==> src/rtl/video_timing_pkg.sv <==
// Shared FSM states, raster regions and 1080p60 defaults
// for the video timing controller.
package video_timing_pkg;

  typedef enum logic {IDLE, RUN} state_t;

  typedef enum logic [1:0] {
    ACTIVE,
    FRONT,
    SYNC,
    BACK
  } region_t;

  localparam int DefBusWidth = 12;
  localparam int DefHActive  = 1920;
  localparam int DefHFront   = 88;
  localparam int DefHSync    = 44;
  localparam int DefHBack    = 148;
  localparam int DefVActive  = 1080;
  localparam int DefVFront   = 4;
  localparam int DefVSync    = 5;
  localparam int DefVBack    = 36;

  function automatic region_t region_f(
    input int unsigned count,
    input int unsigned active,
    input int unsigned front,
    input int unsigned sync
  );
    region_t r;
    if (count < active)
      r = ACTIVE;
    else if (count < active + front)
      r = FRONT;
    else if (count < active + front + sync)
      r = SYNC;
    else
      r = BACK;
    return r;
  endfunction

endpackage

==> src/rtl/video_timing_ctrl_if.sv <==
// Raster bundle between the timing controller and its consumers.
// OVERLAY_WINDOW_EN adds the overlay window inputs and winActive.
interface video_timing_if #(
  parameter int busWidth = 12
);

  logic                run;
  logic [busWidth-1:0] hCount;
  logic [busWidth-1:0] vCount;
  logic                hsyncOut;
  logic                vsyncOut;
  logic                deOut;
  logic                frameStart;
  logic                lineStart;
  logic                busy;

`ifdef OVERLAY_WINDOW_EN
  logic [busWidth-1:0] winX;
  logic [busWidth-1:0] winY;
  logic [busWidth-1:0] winW;
  logic [busWidth-1:0] winH;
  logic                winActive;

  modport master (
    input  run, winX, winY, winW, winH,
    output hCount, vCount, hsyncOut, vsyncOut,
    output deOut, frameStart, lineStart, busy,
    output winActive
  );

  modport slave (
    output run, winX, winY, winW, winH,
    input  hCount, vCount, hsyncOut, vsyncOut,
    input  deOut, frameStart, lineStart, busy,
    input  winActive
  );
`else
  modport master (
    input  run,
    output hCount, vCount, hsyncOut, vsyncOut,
    output deOut, frameStart, lineStart, busy
  );

  modport slave (
    output run,
    input  hCount, vCount, hsyncOut, vsyncOut,
    input  deOut, frameStart, lineStart, busy
  );
`endif

endinterface

==> src/rtl/raster_axis_counter.sv <==
// One raster axis: wrap-at-total counter with advance enable
// and the region of the value it will hold after this edge.
module raster_axis_counter
  import video_timing_pkg::*;
#(
  parameter int busWidth = 12,
  parameter int active   = 1920,
  parameter int front    = 88,
  parameter int sync     = 44,
  parameter int back     = 148
) (
  input  logic                clock,
  input  logic                reset,
  input  logic                advance,
  output logic [busWidth-1:0] count,
  output logic [busWidth-1:0] countNext,
  output logic                atLast,
  output region_t             regionNext
);

  localparam int total = active + front + sync + back;
  localparam logic [busWidth-1:0] lastVal = busWidth'(total - 1);

  assign atLast = count == lastVal;

  always_comb begin
    countNext = count;
    if (advance)
      countNext = atLast ? '0 : count + 1'b1;
    regionNext = region_f(32'(countNext), active, front, sync);
  end

  always_ff @(posedge clock) begin
    if (reset)
      count <= '0;
    else
      count <= countNext;
  end

endmodule

==> src/rtl/video_timing_ctrl.sv <==
// Raster sequencer: counters, syncs, DE and strobes, halting on frame edges.
// OVERLAY_WINDOW_EN adds a frame-latched overlay window flag.
module video_timing_ctrl
  import video_timing_pkg::*;
#(
  parameter int busWidth = DefBusWidth,
  parameter int hActive  = DefHActive,
  parameter int hFront   = DefHFront,
  parameter int hSync    = DefHSync,
  parameter int hBack    = DefHBack,
  parameter int vActive  = DefVActive,
  parameter int vFront   = DefVFront,
  parameter int vSync    = DefVSync,
  parameter int vBack    = DefVBack,
  parameter bit syncPol  = 1'b1
) (
  input logic clock,
  input logic reset,
  video_timing_if.master vid
);

  state_t              state;
  state_t              stateNext;
  logic [busWidth-1:0] hNext;
  logic [busWidth-1:0] vNext;
  logic                hLast;
  logic                vLast;
  region_t             hRegNext;
  region_t             vRegNext;
  logic                runNow;
  logic                runNext;
  logic                deNext;
  logic                fsNext;
  logic                lsNext;

  assign runNow = state == RUN;

  raster_axis_counter #(
    .busWidth(busWidth), .active(hActive),
    .front(hFront), .sync(hSync), .back(hBack)
  ) hAxis (
    .clock      (clock),
    .reset      (reset),
    .advance    (runNow),
    .count      (vid.hCount),
    .countNext  (hNext),
    .atLast     (hLast),
    .regionNext (hRegNext)
  );

  raster_axis_counter #(
    .busWidth(busWidth), .active(vActive),
    .front(vFront), .sync(vSync), .back(vBack)
  ) vAxis (
    .clock      (clock),
    .reset      (reset),
    .advance    (runNow && hLast),
    .count      (vid.vCount),
    .countNext  (vNext),
    .atLast     (vLast),
    .regionNext (vRegNext)
  );

  always_ff @(posedge clock) begin
    if (reset)
      state <= IDLE;
    else
      state <= stateNext;
  end

  // run only matters on the last pixel, so frames are never cut short
  always_comb begin
    stateNext = state;
    unique case (state)
      IDLE: if (vid.run) stateNext = RUN;
      RUN:  if (hLast && vLast && !vid.run) stateNext = IDLE;
    endcase
    runNext = stateNext == RUN;
    deNext  = runNext && hRegNext == ACTIVE && vRegNext == ACTIVE;
    lsNext  = runNext && hNext == '0;
    fsNext  = lsNext && vNext == '0;
  end

  always_ff @(posedge clock) begin
    if (reset) begin
      vid.deOut      <= 1'b0;
      vid.frameStart <= 1'b0;
      vid.lineStart  <= 1'b0;
      vid.busy       <= 1'b0;
      vid.hsyncOut   <= ~syncPol;
      vid.vsyncOut   <= ~syncPol;
    end else begin
      vid.deOut      <= deNext;
      vid.frameStart <= fsNext;
      vid.lineStart  <= lsNext;
      vid.busy       <= runNext;
      vid.hsyncOut   <= (runNext && hRegNext == SYNC) ? syncPol : ~syncPol;
      vid.vsyncOut   <= (runNext && vRegNext == SYNC) ? syncPol : ~syncPol;
    end
  end

`ifdef OVERLAY_WINDOW_EN
  logic [busWidth-1:0] wX, wY, wW, wH;
  logic [busWidth-1:0] eX, eY, eW, eH;
  logic                winNext;

  // window inputs are only taken on the frameStart edge
  always_comb begin
    {eX, eY, eW, eH} = {wX, wY, wW, wH};
    if (fsNext)
      {eX, eY, eW, eH} = {vid.winX, vid.winY, vid.winW, vid.winH};
    winNext = deNext
      && hNext >= eX
      && {1'b0, hNext} < {1'b0, eX} + {1'b0, eW}
      && vNext >= eY
      && {1'b0, vNext} < {1'b0, eY} + {1'b0, eH};
  end

  always_ff @(posedge clock) begin
    if (reset) begin
      {wX, wY, wW, wH} <= '0;
      vid.winActive    <= 1'b0;
    end else begin
      {wX, wY, wW, wH} <= {eX, eY, eW, eH};
      vid.winActive    <= winNext;
    end
  end
`endif

endmodule

==> src/flat_wrapper.sv <==
// flat-port wrapper written by rule: the top's interface ports become plain ports
module video_timing_ctrl_flat import video_timing_pkg::*;
#(
  parameter int busWidth = DefBusWidth,
  parameter int hActive  = DefHActive,
  parameter int hFront   = DefHFront,
  parameter int hSync    = DefHSync,
  parameter int hBack    = DefHBack,
  parameter int vActive  = DefVActive,
  parameter int vFront   = DefVFront,
  parameter int vSync    = DefVSync,
  parameter int vBack    = DefVBack,
  parameter bit syncPol  = 1'b1
)
  (clock, reset, vid_run, vid_hCount, vid_vCount, vid_hsyncOut, vid_vsyncOut, vid_deOut, vid_frameStart, vid_lineStart, vid_busy);
  video_timing_if #(.busWidth(busWidth)) vid_i ();
  input logic clock;
  input logic reset;
  input wire logic [$bits(vid_i.run)-1:0] vid_run;
  output wire logic [$bits(vid_i.hCount)-1:0] vid_hCount;
  output wire logic [$bits(vid_i.vCount)-1:0] vid_vCount;
  output wire logic [$bits(vid_i.hsyncOut)-1:0] vid_hsyncOut;
  output wire logic [$bits(vid_i.vsyncOut)-1:0] vid_vsyncOut;
  output wire logic [$bits(vid_i.deOut)-1:0] vid_deOut;
  output wire logic [$bits(vid_i.frameStart)-1:0] vid_frameStart;
  output wire logic [$bits(vid_i.lineStart)-1:0] vid_lineStart;
  output wire logic [$bits(vid_i.busy)-1:0] vid_busy;
  assign vid_i.run = vid_run;
  assign vid_hCount = vid_i.hCount;
  assign vid_vCount = vid_i.vCount;
  assign vid_hsyncOut = vid_i.hsyncOut;
  assign vid_vsyncOut = vid_i.vsyncOut;
  assign vid_deOut = vid_i.deOut;
  assign vid_frameStart = vid_i.frameStart;
  assign vid_lineStart = vid_i.lineStart;
  assign vid_busy = vid_i.busy;
  video_timing_ctrl #(.busWidth(busWidth), .hActive(hActive), .hFront(hFront), .hSync(hSync), .hBack(hBack), .vActive(vActive), .vFront(vFront), .vSync(vSync), .vBack(vBack), .syncPol(syncPol)) u_core (.clock(clock), .reset(reset), .vid(vid_i));
endmodule
==> config.mk <==
export PLATFORM = sky130hd
export DESIGN_NAME = video_timing_ctrl_flat
export DESIGN_NICKNAME = d
export VERILOG_FILES = /design/src/rtl/video_timing_pkg.sv /design/src/rtl/video_timing_ctrl_if.sv /design/src/rtl/raster_axis_counter.sv /design/src/rtl/video_timing_ctrl.sv /design/src/flat_wrapper.sv
export SDC_FILE = /design/constraint.sdc
export NUM_CORES = 1
export LEC_CHECK = 0
export CORE_MARGIN = 2
export CORE_UTILIZATION = 48
export DETAILED_ROUTE_END_ITERATION = 12
export PLACE_DENSITY = 0.73
export SETUP_SLACK_MARGIN = 0.05
export SLEW_MARGIN = 15
export SYNTH_ARGS = -nofsm -noshare
export SYNTH_HDL_FRONTEND = slang
export SYNTH_SLANG_ARGS = --single-unit
==> constraint.sdc <==
create_clock -name clock -period 2.9 [get_ports clock]
set_clock_uncertainty 0.1 [all_clocks]
set_input_delay 0.87 -clock clock [delete_from_list [all_inputs] [get_ports clock]]
set_output_delay 0.87 -clock clock [all_outputs]
set_load 0.05 [all_outputs]
==> impl_metrics.yaml <==
run_status:
  status: "finished, violations left"
  violations: "negative setup slack"
routing:
  drt.antenna.violating_nets: 0
  route.met3.wl_um: 330
  routedWlPerCell_um: 16.43
  viasPerCell: 5.911
  dr_total_vias: 1986
  first_pass_iters: 4
  top_layer: "met4"
  wl_met1_um: 2420
  dr_wl_met2_um: 2609
  drtIter0Drc: 277
  finalWirelength_um: 5520
  route.detailed.drc: 0
job:
  max_cap_viol_count: 0
clock_tree:
  clockBufferDepth: 2
  cts_hold_buf: 0
  cts_root_buf: "clkbuf_8"
  cts_sinks: 30
  cts_max_level: 2
  clk_pin_slew_ps: 60
  cts_made_buffers: 5
  clk_latency_ps: 280
  cts_tree: "built"
global_route:
  grt_pass1_vias: 1835
  grt_pass1_wl_um: 8659
  grt_use_total: 0.2581
  grt_max_degree: 15
  grt_overflow_total: 0
  antenna_found_initial: 0
place:
  portBuffers: 32
  placedInstanceArea_sq_um: 2415
  dpl.hpwl_um: 3894
  routabilityCongestion: 0.9639
  dp_slack_ps: 76.02
timing:
  holdWs_ps: 400.5
  tightest_slew_ps: 512.0
  min_period_ps: 3014
  drv_slew: 0
  finalCritPeriodShare: 1.039
  hold_viol: 0
  fin_ws_ps: -114.4
  rsz0062_at_grt: "true"
  slew_headroom: 0.6556
  fmax_mhz: 331.7
  setup_viol_count_final: 2
power:
  power.total_uw: 834.9
  p_per_area_nw_per_um2: 324.9
  p_leak_uw: 0.0008859
  ir_worst_vdd_uv: 258.1
yosys:
  ys_types: 61
  synthTopCellsByArea: "dfxtp_1, nor2_1, nor3_1"
  yosys.area.top_type: "dfxtp_1"
  synth-async-reset-ratio: 0
  yosysWarnings: 0
  synth-edff-count: 0
  syn_area_per_cell_sq_um: 7.912
  ys_seq_area_frac: 0.3150
  netlist_instances: 241
  synth_top_flop_cell: "dfxtp_1"
  synth_area_sq_um: 1907
  synth_nets: 247
  synth_common_cells: "dfxtp_1, nor2_1, nor3_1, nand2_1"
  yosysMostFrequentCell: "dfxtp_1"
  yosys_register_bits: 30
  yosys.area.top_type_share: 0.3150
floorplanning:
  boundaryPins: 33
  die_area_sq_um: 4493
  rows: 22
  die_h_um: 67.03
  core_area_sq_um: 3744
  start_util: 0.5094
  die_w_um: 67.03
critical_path:
  crit_family: "simple AND/OR/NAND/NOR gates"
  critPathMaxStageDelay_ps: 470
  critPathSlowestCell: "or4b_4"
  worst-path-buf-inv: 0
  crit_path_cell_trace: "ha_4 -> or4b_4 -> nor4_4 -> nand4_1 -> xor2_2 -> nor4_1 -> or3b_4 -> a2111oi_4"
  cp-start-kind: "flop"
  crit_path_end_kind: "flop"
  path_max_fanout: 5
  critPathArrivalTime_ps: 3100
  path_class: "reg2reg"
  crit_required_ps: 2980
cells_and_area:
  syn_to_final_growth_pct: 34.78
  diodes: 0
  fillers: 325
  stdcell_area_sq_um: 2570
  post-route-util: 0.6865
  nNetsFinal: 294
  drive_above_1_share: 0.1875
hold_path:
  hold_path.class: "reg2reg"
-- sequential cells by signal, indices dropped and copies added (netlist names) --
| name | flops |
|---|---|
| u_core.vid.frameStart | 1 |
| u_core.vid.busy | 1 |
| u_core.vid.hsyncOut | 1 |
| u_core.hAxis.count | 12 |
| u_core.vid.vsyncOut | 1 |
| u_core.vid.lineStart | 1 |
| u_core.vAxis.count | 12 |
| u_core.vid.deOut | 1 |
-- power breakdown --
| part | switching (uW) | internal (uW) | total (uW) |
|---|---|---|---|
| clock | 152 | 188 | 340 |
| sequential | 7.29 | 416 | 424 |
| combinational | 44.0 | 27.8 | 71.8 |
-- metrics by stage --
stage | std cells | TNS (ps)
after floorplan | 241 | 0
after global placement | 326 | 0
after detailed placement | 326 | 0
after CTS | 333 | 0
after global routing | 336 | -429.9
final | 336 | -147.3
-- cell families (layout without fill, tap and decap cells) --
| group | Yosys count | count (layout) | share of synthesized area |
|---|---|---|---|
| xor gates and xnor gates | 14 | 14 | 0.06431 |
| muxes | 2 | 2 | 0.01050 |
| buffers and inverters | 23 | 70 | 0.04790 |
| adders and majority gates | 3 | 3 | 0.01969 |
| AOI/OAI and AO/OA | 49 | 49 | 0.1772 |
| and+or+nand+nor | 120 | 120 | 0.3655 |
| DFF | 30 | 30 | 0.3150 |
-- area by class of cell --
type	instances	area [sq um]	area share
tap	48	60.06	0.02337
sequential	30	620.6	0.2415
timing repair buffer	54	485.5	0.1889
inverter	9	33.78	0.01315
clock buffer	7	86.33	0.03359
multi-input combinational	188	1284	0.4995
-- placed cells by master, fill, tap and decap left out, types with 2 or more instances in the layout --
master and instances:
clkdlybuf4s50_1 32, nor2_1 26, buf_4 22, dfxtp_1 22
nor3_1 16, nand2_1 13, nand4_1 12, a21oi_1 12
nand3_1 12, inv_1 9, xnor2_1 8, o21ai_0 7
and2_1 6, clkbuf_8 6, xor2_1 5, or3_1 4
dfxtp_4 4, dfxtp_2 4, nor2b_1 3, o31ai_1 3
nor4_1 3, and4b_1 2, nor4b_2 2, and4_1 2
and3_2 2, nand4b_1 2, a21boi_0 2, and3_1 2
o21a_1 2, nand2b_1 2, mux2i_1 2, o22ai_1 2
o211ai_1 2, ha_4 2
-- per-layer routing --
| metal | vias up | track usage |
|---|---|---|
| met2 | 78 | 0.4233 |
| met5 | - | 0 |
| met3 | 16 | 0.03885 |
| li1 | 988 | - |
| met1 | 904 | 0.3254 |
| met4 | 0 | 0.1301 |
-- path summary, 6_finish.rpt --
check / startpoint / end / slack (ps) / cells after the start
worst max-delay path: u_core.hAxis.count[0]$_SDFF_PP0_ / u_core.vid.deOut$_SDFF_PP0_ / -110 / 8
worst min register to register: u_core.hAxis.count[1]$_SDFF_PP0_ / u_core.hAxis.count[1]$_SDFF_PP0_ / 400 / 2
worst min-delay path: u_core.hAxis.count[1]$_SDFF_PP0_ / u_core.hAxis.count[1]$_SDFF_PP0_ / 400 / 2
worst max register to register: u_core.hAxis.count[0]$_SDFF_PP0_ / u_core.vid.deOut$_SDFF_PP0_ / -110 / 8
-- what timing repair did --
action / 4_1_cts / 5_1_grt
gates resized for setup: 0 / 8
pin swaps: 0 / 4
buffers inserted: 0 / 3
endpoints found under the setup margin: 1 / 2
-- worst min-delay path, cell delays in order (launching register included) --
cell	delay, ps
dfxtp_4	360
nand2_1	50
a21oi_1	50
Note: power is estimated with default switching activity, not from simulation.
